## src/rtl/vip_stream_pkg.sv

```systemverilog
// Shared types and helpers for the VIP pixel-stream transmitter.
package vip_stream_pkg;

  typedef enum logic [2:0] {
    IDLE, VSYNC, VBP, LINE, HBLANK, VFP
  } state_e;

  localparam int STALL_W = 16;

  // Diagonal test ramp; caller truncates to the pixel width.
  function automatic int unsigned ramp_pix(input int unsigned h, input int unsigned l);
    return h + l;
  endfunction

  function automatic int max4(input int a, input int b, input int c, input int d);
    int m;
    m = a;
    if (b > m) m = b;
    if (c > m) m = c;
    if (d > m) m = d;
    return m;
  endfunction

endpackage

```

## src/rtl/vip_timing_cnt.sv

```systemverilog
// Loadable down-counter; tc is high while the count sits at zero.
module vip_timing_cnt #(
  parameter int W = 8
) (
  input  logic         clk,
  input  logic         rst,
  input  logic         load,
  input  logic [W-1:0] load_val,
  output logic [W-1:0] cnt,
  output logic         tc
);

  always_ff @(posedge clk) begin
    if (rst)             cnt <= '0;
    else if (load)       cnt <= load_val;
    else if (cnt != '0)  cnt <= cnt - 1'b1;
  end

  assign tc = (cnt == '0);

endmodule

```

## src/rtl/vip_frame_stream_gen.sv

```systemverilog
// VIP pixel-stream frame generator: pulls upstream pixels and emits vsync/href/clken timing.
// Optional diagonal test pattern enabled by defining VIP_STREAM_PATTERN_EN.
module vip_frame_stream_gen
  import vip_stream_pkg::*;
#(
  parameter int H_ACTIVE  = 640,
  parameter int V_ACTIVE  = 480,
  parameter int H_BLANK   = 16,
  parameter int VSYNC_CYC = 4,
  parameter int VBP_CYC   = 32,
  parameter int VFP_CYC   = 32,
  parameter int DATA_W    = 8
) (
  input  logic               clk,
  input  logic               rst,
  input  logic               enable,
  input  logic               cfg_pattern,
  input  logic               src_valid,
  input  logic [DATA_W-1:0]  src_data,
  output logic               src_ready,
  output logic               per_frame_vsync,
  output logic               per_frame_href,
  output logic               per_frame_clken,
  output logic [DATA_W-1:0]  per_img_y,
  output logic               frame_done,
  output logic [STALL_W-1:0] stall_cnt
);

  localparam int HW   = $clog2(H_ACTIVE + 1);
  localparam int LW   = $clog2(V_ACTIVE + 1);
  localparam int PMAX = max4(H_BLANK, VSYNC_CYC, VBP_CYC, VFP_CYC);
  localparam int PW   = (PMAX < 2) ? 1 : $clog2(PMAX);

  state_e            state, nxt;
  logic [HW-1:0]     h_cnt;
  logic [LW-1:0]     line_cnt;
  logic              ph_load, ph_tc;
  logic [PW-1:0]     ph_val;
  logic [PW-1:0]     ph_cnt_unused;
  logic              pat_on;
  logic [DATA_W-1:0] pat_pix;
  logic              in_line, accept, last_pix, vsync_entry;

`ifdef VIP_STREAM_PATTERN_EN
  // Pattern select is frozen for the whole frame once vsync starts.
  always_ff @(posedge clk) begin
    if (rst)              pat_on <= 1'b0;
    else if (vsync_entry) pat_on <= cfg_pattern;
  end
  assign pat_pix = DATA_W'(ramp_pix(32'(h_cnt), 32'(line_cnt)));
`else
  logic unused_cfg;
  assign unused_cfg = cfg_pattern;
  assign pat_on     = 1'b0;
  assign pat_pix    = '0;
`endif

  assign in_line     = (state == LINE);
  assign src_ready   = in_line && !pat_on;
  assign accept      = in_line && (pat_on || src_valid);
  assign last_pix    = (h_cnt == HW'(H_ACTIVE - 1));
  assign vsync_entry = (nxt == VSYNC) && (state != VSYNC);

  vip_timing_cnt #(.W(PW)) u_phase (
    .clk      (clk),
    .rst      (rst),
    .load     (ph_load),
    .load_val (ph_val),
    .cnt      (ph_cnt_unused),
    .tc       (ph_tc)
  );

  always_ff @(posedge clk) begin
    if (rst) state <= IDLE;
    else     state <= nxt;
  end

  always_comb begin
    nxt     = state;
    ph_load = 1'b0;
    ph_val  = '0;
    case (state)
      IDLE: if (enable) begin
        nxt     = VSYNC;
        ph_load = 1'b1;
        ph_val  = PW'(VSYNC_CYC - 1);
      end
      VSYNC: if (ph_tc) begin
        nxt     = VBP;
        ph_load = 1'b1;
        ph_val  = PW'(VBP_CYC - 1);
      end
      VBP: if (ph_tc) nxt = LINE;
      LINE: if (accept && last_pix) begin
        nxt     = HBLANK;
        ph_load = 1'b1;
        ph_val  = PW'(H_BLANK - 1);
      end
      HBLANK: if (ph_tc) begin
        if (line_cnt < LW'(V_ACTIVE)) nxt = LINE;
        else begin
          nxt     = VFP;
          ph_load = 1'b1;
          ph_val  = PW'(VFP_CYC - 1);
        end
      end
      VFP: if (ph_tc) begin
        if (enable) begin
          nxt     = VSYNC;
          ph_load = 1'b1;
          ph_val  = PW'(VSYNC_CYC - 1);
        end else begin
          nxt = IDLE;
        end
      end
      default: nxt = IDLE;
    endcase
  end

  always_ff @(posedge clk) begin
    if (rst) begin
      h_cnt    <= '0;
      line_cnt <= '0;
    end else begin
      if (vsync_entry)
        line_cnt <= '0;
      else if (accept && last_pix)
        line_cnt <= line_cnt + 1'b1;
      if (vsync_entry)
        h_cnt <= '0;
      else if (accept)
        h_cnt <= last_pix ? '0 : h_cnt + 1'b1;
    end
  end

  always_ff @(posedge clk) begin
    if (rst)
      stall_cnt <= '0;
    else if (in_line && !pat_on && !src_valid && (stall_cnt != '1))
      stall_cnt <= stall_cnt + 1'b1;
  end

  // Stream outputs all lag the FSM by one cycle so they stay mutually aligned.
  always_ff @(posedge clk) begin
    if (rst) begin
      per_frame_vsync <= 1'b0;
      per_frame_href  <= 1'b0;
      per_frame_clken <= 1'b0;
      per_img_y       <= '0;
      frame_done      <= 1'b0;
    end else begin
      per_frame_vsync <= (state == VSYNC);
      per_frame_href  <= in_line;
      per_frame_clken <= accept;
      frame_done      <= (state == VFP) && ph_tc;
      if (accept)
        per_img_y <= pat_on ? pat_pix : src_data;
      else if (!in_line)
        per_img_y <= '0;
    end
  end

endmodule

```

## config.mk

```make
export PLATFORM = sky130hd
export DESIGN_NAME = vip_frame_stream_gen
export DESIGN_NICKNAME = d
export VERILOG_FILES = /design/src/rtl/vip_stream_pkg.sv /design/src/rtl/vip_timing_cnt.sv /design/src/rtl/vip_frame_stream_gen.sv
export SDC_FILE = /design/constraint.sdc
export NUM_CORES = 1
export LEC_CHECK = 0
export CAP_MARGIN = 20
export CORE_AREA = 2 2 84 86
export CTS_CLUSTER_DIAMETER = 40
export CTS_CLUSTER_SIZE = 8
export DETAILED_ROUTE_END_ITERATION = 10
export DIE_AREA = 0 0 86 88
export PLACE_DENSITY = 0.66
export REMOVE_ABC_BUFFERS = 1
export SYNTH_ARGS = -nofsm -noshare
export SYNTH_HDL_FRONTEND = slang
export SYNTH_SLANG_ARGS = --single-unit
```

## constraint.sdc

```tcl
create_clock -name clk -period 4.9 [get_ports clk]
set_clock_uncertainty 0.2 [all_clocks]
set_input_delay 0.735 -clock clk [delete_from_list [all_inputs] [get_ports clk]]
set_output_delay 0.735 -clock clk [all_outputs]
set_load 0.02 [all_outputs]
```

==> summary.md <==
| Metric | Value |
|---|---|
| Count of endpoints failing setup in the final report | 0 |
| Minimum setup slack in the final design | 1.714 ns |
| Non-Filler Cell Area, Final | 3177 um2 |
| Number of antenna cells inserted | 0 |
| Ranking of synthesized cells by instance count | sky130_fd_sc_hd__dfxtp_1 (55), sky130_fd_sc_hd__nor2_1 (49), sky130_fd_sc_hd__nand2_1 (19), sky130_fd_sc_hd__nand4_1 (16), sky130_fd_sc_hd__xor2_1 (16) |
| Share of synthesized area occupied by flip-flops and latches | 42.19% |
| Worst IR drop on VDD | 149.7 uV |
| Top cells by area in the synthesized netlist | sky130_fd_sc_hd__dfxtp_1 (42%), sky130_fd_sc_hd__nor2_1 (7.0%), sky130_fd_sc_hd__xor2_1 (5.4%) |
| Final clock period utilization by the worst path | 65.01% |
| Total power divided by cell area | 322.9 nW/um2 |
| CP cell instances | clkdlybuf4s50_1 -> buf_4 -> nand4bb_1 -> nor4b_1 -> nand4_1 -> xor2_1 -> nor2_1 |
| Core Region | 6644 um2 |
| Instance area at placement | 3089 um2 |
| Unrepaired setup endpoints after global routing | no |
| Tot Pwr | 1.026 mW |
| Count of pins over their slew limit | 0 |
| Clock Path Buffers | 2 |
| Most common flop cell mapped by yosys | sky130_fd_sc_hd__dfxtp_1 |
| Worst hold path stage count | 2 |
| Area of the die | 7568 um2 |
| Library cell contributing the largest single delay on the critical path | sky130_fd_sc_hd__nor4b_1 |
| Drt pass-1 iters | 4 |
| Count of nets left with antenna violations after detail routing | 0 |
| Number of warnings issued by yosys | 0 |
| Maximum number of pins on one net before global-route repair | 25 |
| Count of state elements after synthesis | 55 |
| Number of inserted filler cells in the final layout | 628 |
| Die Span Y | 88 um |
| Layout Utilization | 47.82% |
| Maximum fanout encountered on the critical timing path | 13 |
| Number of hold violations in the final report | 0 |
| Number of library cell types mapped by synthesis | 45 |
| Crit path largest cell delay | 0.91 ns |
| Outcome | completed |
| Area used by sequential logic in the layout | 1101 um2 |
| Reported max-cap violation count | 0 |
| Crit path kind | primary input to register |
| Total global routing track utilization | 14.78% |
| Global-route wire length before repair | 9032 um |
| Top delay family on crit path | simple AND/OR/NAND/NOR gates |
| Net count reported at finish | 354 |
| Vias/cell | 5.334 |
| Leftover overflow at the end of global routing | 0 |
| Worst path arrival time | 3.15 ns |
| Post-CTS setup buffers | 0 |
| Minimum period implied by the final worst setup slack | 3.186 ns |
| Total length of routed wires | 5271 um |
| Port bufs | 40 |
| Last weighted congestion value of the routability-driven placer | 0.7999 |
| Layout cells sized above 1 | 5.952% |
| Vias in the first global route | 2095 |
| Kind of end point of the critical path | register |
| CTS root buffer | sky130_fd_sc_hd__clkbuf_8 |
| # hold bufs at CTS | 0 |
| Leading cell type by number of instances after synthesis | sky130_fd_sc_hd__dfxtp_1 |
| Summed instance area of the synthesized netlist | 2610 um2 |
| Instance count of the mapped netlist | 297 |
| Highest achievable clock rate | 313.9 MHz |
| Number of ports placed on the die boundary | 42 |
| Gates resized, CTS repair | 0 |
| DPL Wire Length | 3743 um |
| Worst slack after detailed placement | 1.427 ns |
| Initial core utilization | 39.28% |
| Post-route DRC violation count | 0 |
| Violation count after the first detailed-routing iteration | 114 |
| Required time of the worst setup path | 4.87 ns |
| Area used by multi-input combinational logic | 1420 um2 |
| Post-Synthesis Mean Instance Area | 8.788 um2 |
| Antenna violations before repair | 0 |
| Routed WL per cell | 12.67 um |
| Tightest Pin Transition | 1.001 ns |
| Row count | 30 |
| Share of the synthesized area in the top cell type | 42.19% |
| Worst slew margin relative to its limit | 31.57% |
| Clk Latency, worst-skew pair | 0.30 ns |
| Setup total negative slack | 0 ns |
| Area growth from synthesis to layout | 21.72% |
| Startpoint Class | primary input |
| Number of buffers and inverters on the critical path | 2 |
| Async S/R FF share, synth | 0% |
| Library cell occupying the most area in the post-synthesis netlist | sky130_fd_sc_hd__dfxtp_1 |
| CTS HTree Levels | 2 |
| Depth of the most critical reg-to-reg path | 8 |
| Stages on the worst setup path | 7 |
| Die width | 86 um |
| Number of enable-type register cells in the synthesized netlist | 0 |
| Lkg Pwr | 1.123 nW |
| Clock buffers created by TritonCTS | 5 |
| Clock tree from TritonCTS | done |
| Via Count | 2219 |
| Worst hold path class | register to register |
| Sink Count | 55 |
| Clock input transition at the sequential cells of the worst setup and hold paths | 0.09 ns |
==> flip-flops by register name, summed over array words and instances, names as in the netlist <==
name,count
per_frame_vsync,1
per_img_y,8
h_cnt,10
stall_cnt,16
u_phase.cnt,5
per_frame_href,1
per_frame_clken,1
line_cnt,9
frame_done,1
state,3
==> placed cells by master (no fill, tap or decap), types with 10 or more instances in the layout <==
master / n
sky130_fd_sc_hd__a21oi_1: 13
sky130_fd_sc_hd__clkdlybuf4s50_1: 40
sky130_fd_sc_hd__dfxtp_1: 55
sky130_fd_sc_hd__inv_1: 12
sky130_fd_sc_hd__mux2i_1: 10
sky130_fd_sc_hd__nand2_1: 19
sky130_fd_sc_hd__nand4_1: 16
sky130_fd_sc_hd__nor2_1: 49
sky130_fd_sc_hd__nor3_1: 14
sky130_fd_sc_hd__xnor2_1: 15
sky130_fd_sc_hd__xor2_1: 16
==> layer usage <==
layer / global-route usage [%] / wire [um]
met5: 0 / 0
met4: 6.638 / 92
met3: 2.733 / 141
met2: 24.38 / 2526
met1: 18.86 / 2510
==> worst paths after layout <==
kind | startpoint | slack (ns) | to
max | src_valid | 1.71 | stall_cnt[14]
min | h_cnt[5] | 0.29 | h_cnt[5]
max reg2reg | u_phase.cnt[0] | 2.02 | h_cnt[3]
min reg2reg | h_cnt[5] | 0.29 | h_cnt[5]
==> metrics by stage <==
step	std cells	hold WS, ns
2_1_floorplan	286	0.2577
3_3_place_gp	409	0.2706
3_5_place_dp	409	0.2838
4_1_cts	416	0.2982
5_1_grt	416	0.3358
6_report	416	0.2945
==> final cells by class <==
| class | count | share of cell area (%) |
|---|---|---|
| well taps | 80 | 3.151 |
| inverters | 12 | 1.418 |
| repair buffers | 43 | 13.31 |
| clock buffers | 6 | 2.599 |
| flip-flops and latches | 55 | 34.66 |
| multi-input cells | 219 | 44.70 |
| clock inverters | 1 | 0.1575 |
==> cells by family after synthesis <==
logic type / share of synthesized area, %
AO/OA/AOI/OAI: 10.60
XOR/XNOR: 10.40
adder cells (fa/ha/maj): 2.397
buffers and inverters: 3.643
flip-flops: 42.19
multiplexers: 4.842
AND/OR/NAND/NOR: 25.94
==> report_power, final <==
part / switching, mW / internal [mW] / total (mW)
sequential: 0.0325 / 0.474 / 0.506
clock: 0.135 / 0.111 / 0.246
combinational: 0.153 / 0.120 / 0.273
total: 0.321 / 0.705 / 1.03
==> worst register-to-register path: cells and delay by family, from the launching register on <==
kind	cells	cell delay [ns]
simple gates	2	0.70
compound gates	2	0.60
buf+inv	2	0.39
mux	1	0.35
flops	1	0.32
fa+ha+maj	1	0.21
Power figures use the tool's default switching activity.
